## config.mk

```make
export PLATFORM = sky130hd
export DESIGN_NAME = morse_symbol_capture
export DESIGN_NICKNAME = d
export VERILOG_FILES = /design/src/rtl/morse_symbol_capture.sv
export SDC_FILE = /design/constraint.sdc
export NUM_CORES = 1
export LEC_CHECK = 0
export CORE_ASPECT_RATIO = 0.7
export CORE_MARGIN = 2
export CORE_UTILIZATION = 35
export DETAILED_ROUTE_END_ITERATION = 10
export PLACE_DENSITY = 0.59
export SLEW_MARGIN = 20
export SYNTH_ARGS = -nofsm -noshare
export SYNTH_HDL_FRONTEND = slang
export SYNTH_SLANG_ARGS = --single-unit
```

## constraint.sdc

```tcl
create_clock -name CLK -period 4.7 [get_ports CLK]
set_clock_uncertainty 0.05 [all_clocks]
set_input_delay 0.94 -clock CLK [delete_from_list [all_inputs] [get_ports CLK]]
set_output_delay 0.94 -clock CLK [all_outputs]
set_load 0.1 [all_outputs]
```

## src/rtl/morse_symbol_capture.sv

```systemverilog
// Morse key capture: debounces the key, times presses/gaps in clk_div ticks,
// packs dot/dash symbols per letter and emits each letter as a 1-cycle pulse.
// Ports: CLK, RST_N (async low), clk_div (tick source), key_in (raw key)
//        -> sym_bits/sym_len (last letter), letter_valid, letter_err,
//           key_active (debounced key), busy (FSM not idle).
module morse_symbol_capture #(
  parameter int DOT_MAX_TICKS    = 3,
  parameter int LETTER_GAP_TICKS = 6,
  parameter int MAX_SYMBOLS      = 5,
  parameter int DEBOUNCE_CYCLES  = 4,
  parameter int CNT_W            = 8,
  localparam int LEN_W = $clog2(MAX_SYMBOLS + 1)
) (
  input  logic                   CLK,
  input  logic                   RST_N,
  input  logic                   clk_div,
  input  logic                   key_in,
  output logic [MAX_SYMBOLS-1:0] sym_bits,
  output logic [LEN_W-1:0]       sym_len,
  output logic                   letter_valid,
  output logic                   letter_err,
  output logic                   key_active,
  output logic                   busy
);

  localparam int DB_W = $clog2(DEBOUNCE_CYCLES + 1);

  localparam logic [CNT_W-1:0] DOT_MAX =
    CNT_W'(DOT_MAX_TICKS);
  localparam logic [CNT_W-1:0] GAP_LAST =
    CNT_W'(LETTER_GAP_TICKS - 1);
  localparam logic [DB_W-1:0] DB_LAST =
    DB_W'(DEBOUNCE_CYCLES - 1);
  localparam logic [LEN_W-1:0] SYM_MAX =
    LEN_W'(MAX_SYMBOLS);

  typedef enum logic [1:0] {
    IDLE,
    PRESS,
    GAP,
    EMIT
  } state_t;

  state_t state;

  logic clk_div_q;
  logic tick;

  logic key_s1;
  logic key_s2;
  logic key_db;
  logic [DB_W-1:0] db_cnt;

  logic [CNT_W-1:0] press_cnt;
  logic [CNT_W-1:0] gap_cnt;
  logic [MAX_SYMBOLS-1:0] sym_buf;
  logic [LEN_W-1:0] sym_cnt;
  logic ovf;
  logic dash;

  // Reset to 1 so a high clk_div at reset release is not seen as an edge.
  always_ff @(posedge CLK or negedge RST_N) begin
    if (!RST_N) begin
      clk_div_q <= 1'b1;
    end else begin
      clk_div_q <= clk_div;
    end
  end

  assign tick = clk_div & ~clk_div_q;

  always_ff @(posedge CLK or negedge RST_N) begin
    if (!RST_N) begin
      key_s1 <= 1'b0;
      key_s2 <= 1'b0;
      key_db <= 1'b0;
      db_cnt <= '0;
    end else begin
      key_s1 <= key_in;
      key_s2 <= key_s1;
      if (key_s2 == key_db) begin
        db_cnt <= '0;
      end else if (db_cnt == DB_LAST) begin
        key_db <= key_s2;
        db_cnt <= '0;
      end else begin
        db_cnt <= db_cnt + 1'b1;
      end
    end
  end

  assign key_active = key_db;
  assign busy       = (state != IDLE);
  assign dash       = (press_cnt > DOT_MAX);

  always_ff @(posedge CLK or negedge RST_N) begin
    if (!RST_N) begin
      state        <= IDLE;
      press_cnt    <= '0;
      gap_cnt      <= '0;
      sym_buf      <= '0;
      sym_cnt      <= '0;
      ovf          <= 1'b0;
      sym_bits     <= '0;
      sym_len      <= '0;
      letter_valid <= 1'b0;
      letter_err   <= 1'b0;
    end else begin
      letter_valid <= 1'b0;
      letter_err   <= 1'b0;
      unique case (state)
        IDLE: begin
          if (key_db) begin
            state     <= PRESS;
            press_cnt <= '0;
          end
        end
        PRESS: begin
          if (!key_db) begin
            if (sym_cnt < SYM_MAX) begin
              for (int i = 0; i < MAX_SYMBOLS; i++) begin
                if (LEN_W'(i) == sym_cnt) begin
                  sym_buf[i] <= dash;
                end
              end
              sym_cnt <= sym_cnt + 1'b1;
            end else begin
              ovf <= 1'b1;
            end
            state   <= GAP;
            gap_cnt <= '0;
          end else if (tick && press_cnt != '1) begin
            press_cnt <= press_cnt + 1'b1;
          end
        end
        GAP: begin
          // A new press beats a gap-completing tick.
          if (key_db) begin
            state     <= PRESS;
            press_cnt <= '0;
          end else if (tick) begin
            if (gap_cnt == GAP_LAST) begin
              state <= EMIT;
            end
            if (gap_cnt != '1) begin
              gap_cnt <= gap_cnt + 1'b1;
            end
          end
        end
        EMIT: begin
          if (ovf) begin
            letter_err <= 1'b1;
          end else begin
            letter_valid <= 1'b1;
            sym_bits     <= sym_buf;
            sym_len      <= sym_cnt;
          end
          sym_buf <= '0;
          sym_cnt <= '0;
          ovf     <= 1'b0;
          state   <= IDLE;
        end
        default: begin
          state <= IDLE;
        end
      endcase
    end
  end

endmodule

```

---- After elaboration in Yosys (flattened, before gate mapping) ----
Cells that the tools add are included.
storage, ports and cells
  output and inout bits ................... 12
  bits in registers ....................... 44
  word-level logic and storage cells ...... 113
operators by class
  mux-type cells .......................... 35
  add/sub/neg operators ................... 4
  $lt $le $gt $ge ......................... 2
  reduce and logical (&&, ||, !) cells .... 20
  bitwise operators ....................... 4
  equality and inequality tests ........... 29
operator list
  operator                                              number
  two-way mux 8 bit                                     7
  case mux 8 bit (2 select lines)                       2
  != test 2 bit (second input constant)                 14
  AND reduction 4 bit                                   7
  adder 8 x 1 -> 8 bit (second input constant)          2
  != test 8 bit (second input constant)                 2
  two-way mux 3 bit                                     4
  two-way mux 1 bit                                     11
  two-way mux 2 bit                                     5
  two-way mux 5 bit                                     2
  case mux 5 bit (2 select lines)                       1
  equality test 8 x 3 -> 1 bit (second input constant)  1
  > comparator 8 x 2 -> 1 bit (second input constant)   1
  case mux 2 bit (4 select lines)                       1
  nonzero test 2 bit                                    4
  adder 3 x 1 -> 3 bit (second input constant)          2
  equality test 2 x 3 -> 1 bit (first input constant)   2
  != test 3 bit (second input constant)                 2
  case mux 3 bit (2 select lines)                       1
  AND reduction 3 bit                                   2
  AND reduction 5 bit                                   1
  equality test 2 bit (second input constant)           2
  AND reduction 2 bit                                   2
  equality test 1 x 3 -> 1 bit (first input constant)   1
  13 further kinds                                      15

---- Logic depth before layout (Yosys ltp) ----
  depth after elaboration ................. 6
  mapped depth ............................ 7
  depth with buffers taken out ............ 6

---- Worst setup path before layout ----
OpenSTA, ideal clock, no wires.
  path type ............................... register to register
  start point ............................. register key_db, in the netlist key_active
  end point ............................... register press_cnt[6]
  cell stages (with the launch flop) ...... 6
  period minus slack after synthesis ...... 2.260 ns
  required time ........................... 4.571 ns
  data arrival time ....................... 2.130 ns
  slack ................................... 2.440 ns
  cells stage by stage .................... dfrtp_1 > clkbuf_1 > nand3b_1 > or2_1 > nor4_1 > mux2i_1
between the ends
  word-level cells in the longest chain between the ends .. 2
  elaborated cells between the ends (all ways) .. 3
ends and longest elaborated chain
  what                                                               line  text
  start, declared                                                    51    logic key_db;
  start signal, assigned                                             84    key_db <= key_s2;
  != test 2 bit (no line) or != test 2 x 1 -> 1 bit (tied branches)  --
  AND reduction 4 bit (no line) *                                    --
  end signal, assigned                                               133   press_cnt <= press_cnt + 1'b1;
  end, declared                                                      54    logic [CNT_W-1:0] press_cnt;
Mark *: on every way between the ends. The rest lies on a longest branch, timed or not.
A chain may end at the register's enable or synchronous reset.

---- Worst setup path in the final report ----
  start point ............................. register state[0]
  end point ............................... output busy
between the ends
  word-level cells in the longest chain between the ends .. 1
ends and longest elaborated chain
  what                    line  text
  start, declared         44    state_t state;
  start signal, assigned  98    state <= IDLE;
  start signal, assigned  114   state <= PRESS;
  start signal, assigned  130   state <= GAP;
  nonzero test 2 bit      93    assign busy = (state != IDLE);
  end, declared           23    output logic busy
No other way between the ends.

==> results.toml <==
[status]
status = "complete, no violations"

[yosys]
avgSynthCellArea_um2 = 9.71
synthTopCellsByCount = "dfrtp_1 (43), nand2_1 (25), nand3_1 (15)"
synthesis.area_um2 = 2240
synth_edf_count = 0
synth_seq_cells = 44
ys.flop_type = "dfrtp_1"
yosys.area.top_type = "dfrtp_1"
yosysSeqAreaShare_pct = 49.1
ys_async_sr_fraction_pct = 100
syn_nets = 244
netlist_top_cells_area = "dfrtp_1 (48%), ha_1 (5.0%), nand2_1 (4.2%)"
synth_cells = 231
ys.warnings.count = 0
yosysMostFrequentCell = "dfrtp_1"
ys_types = 48
synth_top_area_share_pct = 48.0

[global_routing]
grt-ovfl-total = 0
grt_usage_pct = 13.3
grt_pass1_wl_um = 7510
grt_pass1_vias = 1513
antenna_found_initial = 0
grt_max_degree = 45

[floorplan]
ios = 16
die_area_um2 = 7080
core_um2 = 6220
die_w_um = 99.7
start_util_pct = 36.1
fp.dieH_um = 71.0
row_count = 24

[min_path]
hp-class = "reg -> reg"

[worst_setup_path]
cp_top_family = "buffers and inverters"
critPathMaxFanout = 20
critPathKind = "reg -> out"
critPathBufInv = 2
cp_cell_sequence = "clkinv_1 -> nand2_1 -> clkdlybuf4s50_1"
worstPathArrival_ns = 2.81
cp.required_ns = 3.71
worstSetupStartpointType = "register"
crit_path_max_incr_delay_ns = 1.14
endpoint_kind = "output port"
slowest_stage = "clkdlybuf4s50_1"

[clock_network]
numCtsBuffers = 5
clock_sinks = 44
htreeDepth = 2
cts_resized = 0
root_buffer = "clkbuf_8"
cts_tree = "done"
holdBufCountCts = 0
clk_latency_ns = 0.29
cts_buffer_depth = 2
cts_setup_buffers = 0
clk_transition_reported_paths_ns = 0.08

[finish]
finalNonFillerCells = 322
drive_above_1_share_pct = 6.56
seq_area_um2 = 1100
diodes = 0
multi_input_area_um2 = 1030
nets = 256
syn_to_final_growth_pct = 13.9
n_fill_cell = 604

[routing]
drc = 0
ant_nets = 0
vias = 1677
drtIter0Drc = 66
via_per_inst = 5.21
wire_per_inst_um = 13.3
drt-total-wl_um = 4270
dr.pass1.iters = 4

[timing]
worst_slack_ns = 0.899
tightest_slew_ns = 0.969
slew_headroom_pct = 35.2
fin_crit_ns = 3.80
timing.final.crit_share_pct = 80.9
tns_ns = 0
fmax_ghz = 0.263
drv_slew = 0
rsz0062_at_grt = "no"
hold_viol = 0
timing.hold.ws_ns = 0.305
setup_violations = 0

[power_and_ir_drop]
p_clk_share_pct = 14.8
sequentialPowerShare_pct = 35.9
p_sw_share_pct = 50.2
p_sw_w = 0.000847
p_leak_nw = 1.10
intPower_w = 0.000841
combPwrFrac_pct = 49.3
vdd_drop_max_v = 0.000191
p_per_area_nw_per_um2 = 660

[placement]
pre_cts_slack_ns = 1.25
gp_congestion = 0.783
hpwl_um = 2940
dp.cells = 313
io_buffers = 15

[flow_run]
max-cap-violations = 0
## registers in the layout, summed over array words and instances (netlist names), 2 cells and up
signal / cells
state: 2
sym_len: 3
sym_bits: 5
press_cnt: 8
sym_buf: 5
sym_cnt: 3
gap_cnt: 8
db_cnt: 3
## cells by family after synthesis
| logic type | Yosys count | synth area share [%] |
|---|---|---|
| XOR/XNOR | 2 | 0.781 |
| multiplexers | 10 | 4.52 |
| AO/OA/AOI/OAI | 57 | 17.0 |
| adder cells (fa/ha/maj) | 9 | 5.02 |
| flip-flops | 44 | 49.1 |
| buffers and inverters | 27 | 4.96 |
| AND/OR/NAND/NOR | 82 | 18.6 |
## power by group through the flow
| stage | combinational, W | clock (W) | sequential, W |
|---|---|---|---|
| 2_1_floorplan | 0.000403 | 0 | 0.000843 |
| 3_3_place_gp | 0.000826 | 0 | 0.000607 |
| 3_5_place_dp | 0.000830 | 0 | 0.000611 |
| 4_1_cts | 0.000834 | 0.000257 | 0.000604 |
| 5_1_grt | 0.000912 | 0.000273 | 0.000627 |
| 6_report | 0.000833 | 0.000249 | 0.000606 |
## worst register-to-register path, cell delays in order (launching register included)
cell and delay (ns):
dfrtp_1 0.76, clkinv_1 0.46, or3_1 0.68, nand2_1 0.15, o21ai_0 0.10
## cell usage in the layout, fill, tap and decap left out, types with 2 or more instances in the layout
| cell type | n |
|---|---|
| nor3b_1 | 5 |
| inv_1 | 14 |
| clkinvlp_4 | 2 |
| nor2_1 | 9 |
| ha_1 | 9 |
| o22ai_1 | 6 |
| a31oi_1 | 6 |
| o211ai_1 | 6 |
| and3_1 | 3 |
| o21a_1 | 4 |
| a21oi_1 | 9 |
| nand3b_1 | 2 |
| nor3_1 | 6 |
| nand4_1 | 3 |
| nand2_1 | 25 |
| nor4_1 | 2 |
| or3_1 | 3 |
| nand3_1 | 15 |
| o21ai_0 | 10 |
| o21ai_1 | 3 |
| a2bb2oi_1 | 3 |
| dfrtp_1 | 43 |
| nor2b_1 | 3 |
| clkdlybuf4s50_1 | 14 |
| mux2i_1 | 9 |
| clkbuf_8 | 6 |
## through the flow
step	util, %	total power, W	area [µm²]
finish	41.1	0.00169	2560
global route	41.1	0.00181	2560
CTS	40.8	0.00170	2540
detailed placement	39.2	0.00144	2440
global placement	39.2	0.00143	2440
floorplan	-	0.00125	2240
## area by class of cell
class / count / share of cell area [%]
timing repair buffer: 17 / 6.75
clock buffer: 6 / 3.23
inverter: 15 / 2.20
multi-input combinational: 160 / 40.3
tap: 78 / 3.82
clock inverter: 2 / 0.587
sequential: 44 / 43.1
## layer usage
| layer | track usage, % | vias up | wire (µm) |
|---|---|---|---|
| met5 | 0 | - | 0 |
| met1 | 21.7 | 782 | 2340 |
| met2 | 17.4 | 30 | 1690 |
| li1 | - | 860 | - |
| met3 | 3.36 | 5 | 201 |
| met4 | 3.20 | 0 | 34 |
## final timing paths
kind	from	to	slack [ns]	depth (start not counted)
max	state[0]$_DFFE_PN0P_	busy	0.90	3
min	key_s1$_DFF_PN0_	key_s2$_DFF_PN0_	0.30	0
max reg2reg	state[0]$_DFFE_PN0P_	sym_bits[2]$_DFFE_PN0P_	2.37	4
min reg2reg	key_s1$_DFF_PN0_	key_s2$_DFF_PN0_	0.30	0
max in group asynchronous	RST_N	clk_div_q$_DFF_PN1_	3.60	2
min in group asynchronous	RST_N	letter_valid$_DFF_PN0_	0.46	1
Note: power is estimated with default switching activity, not from simulation.
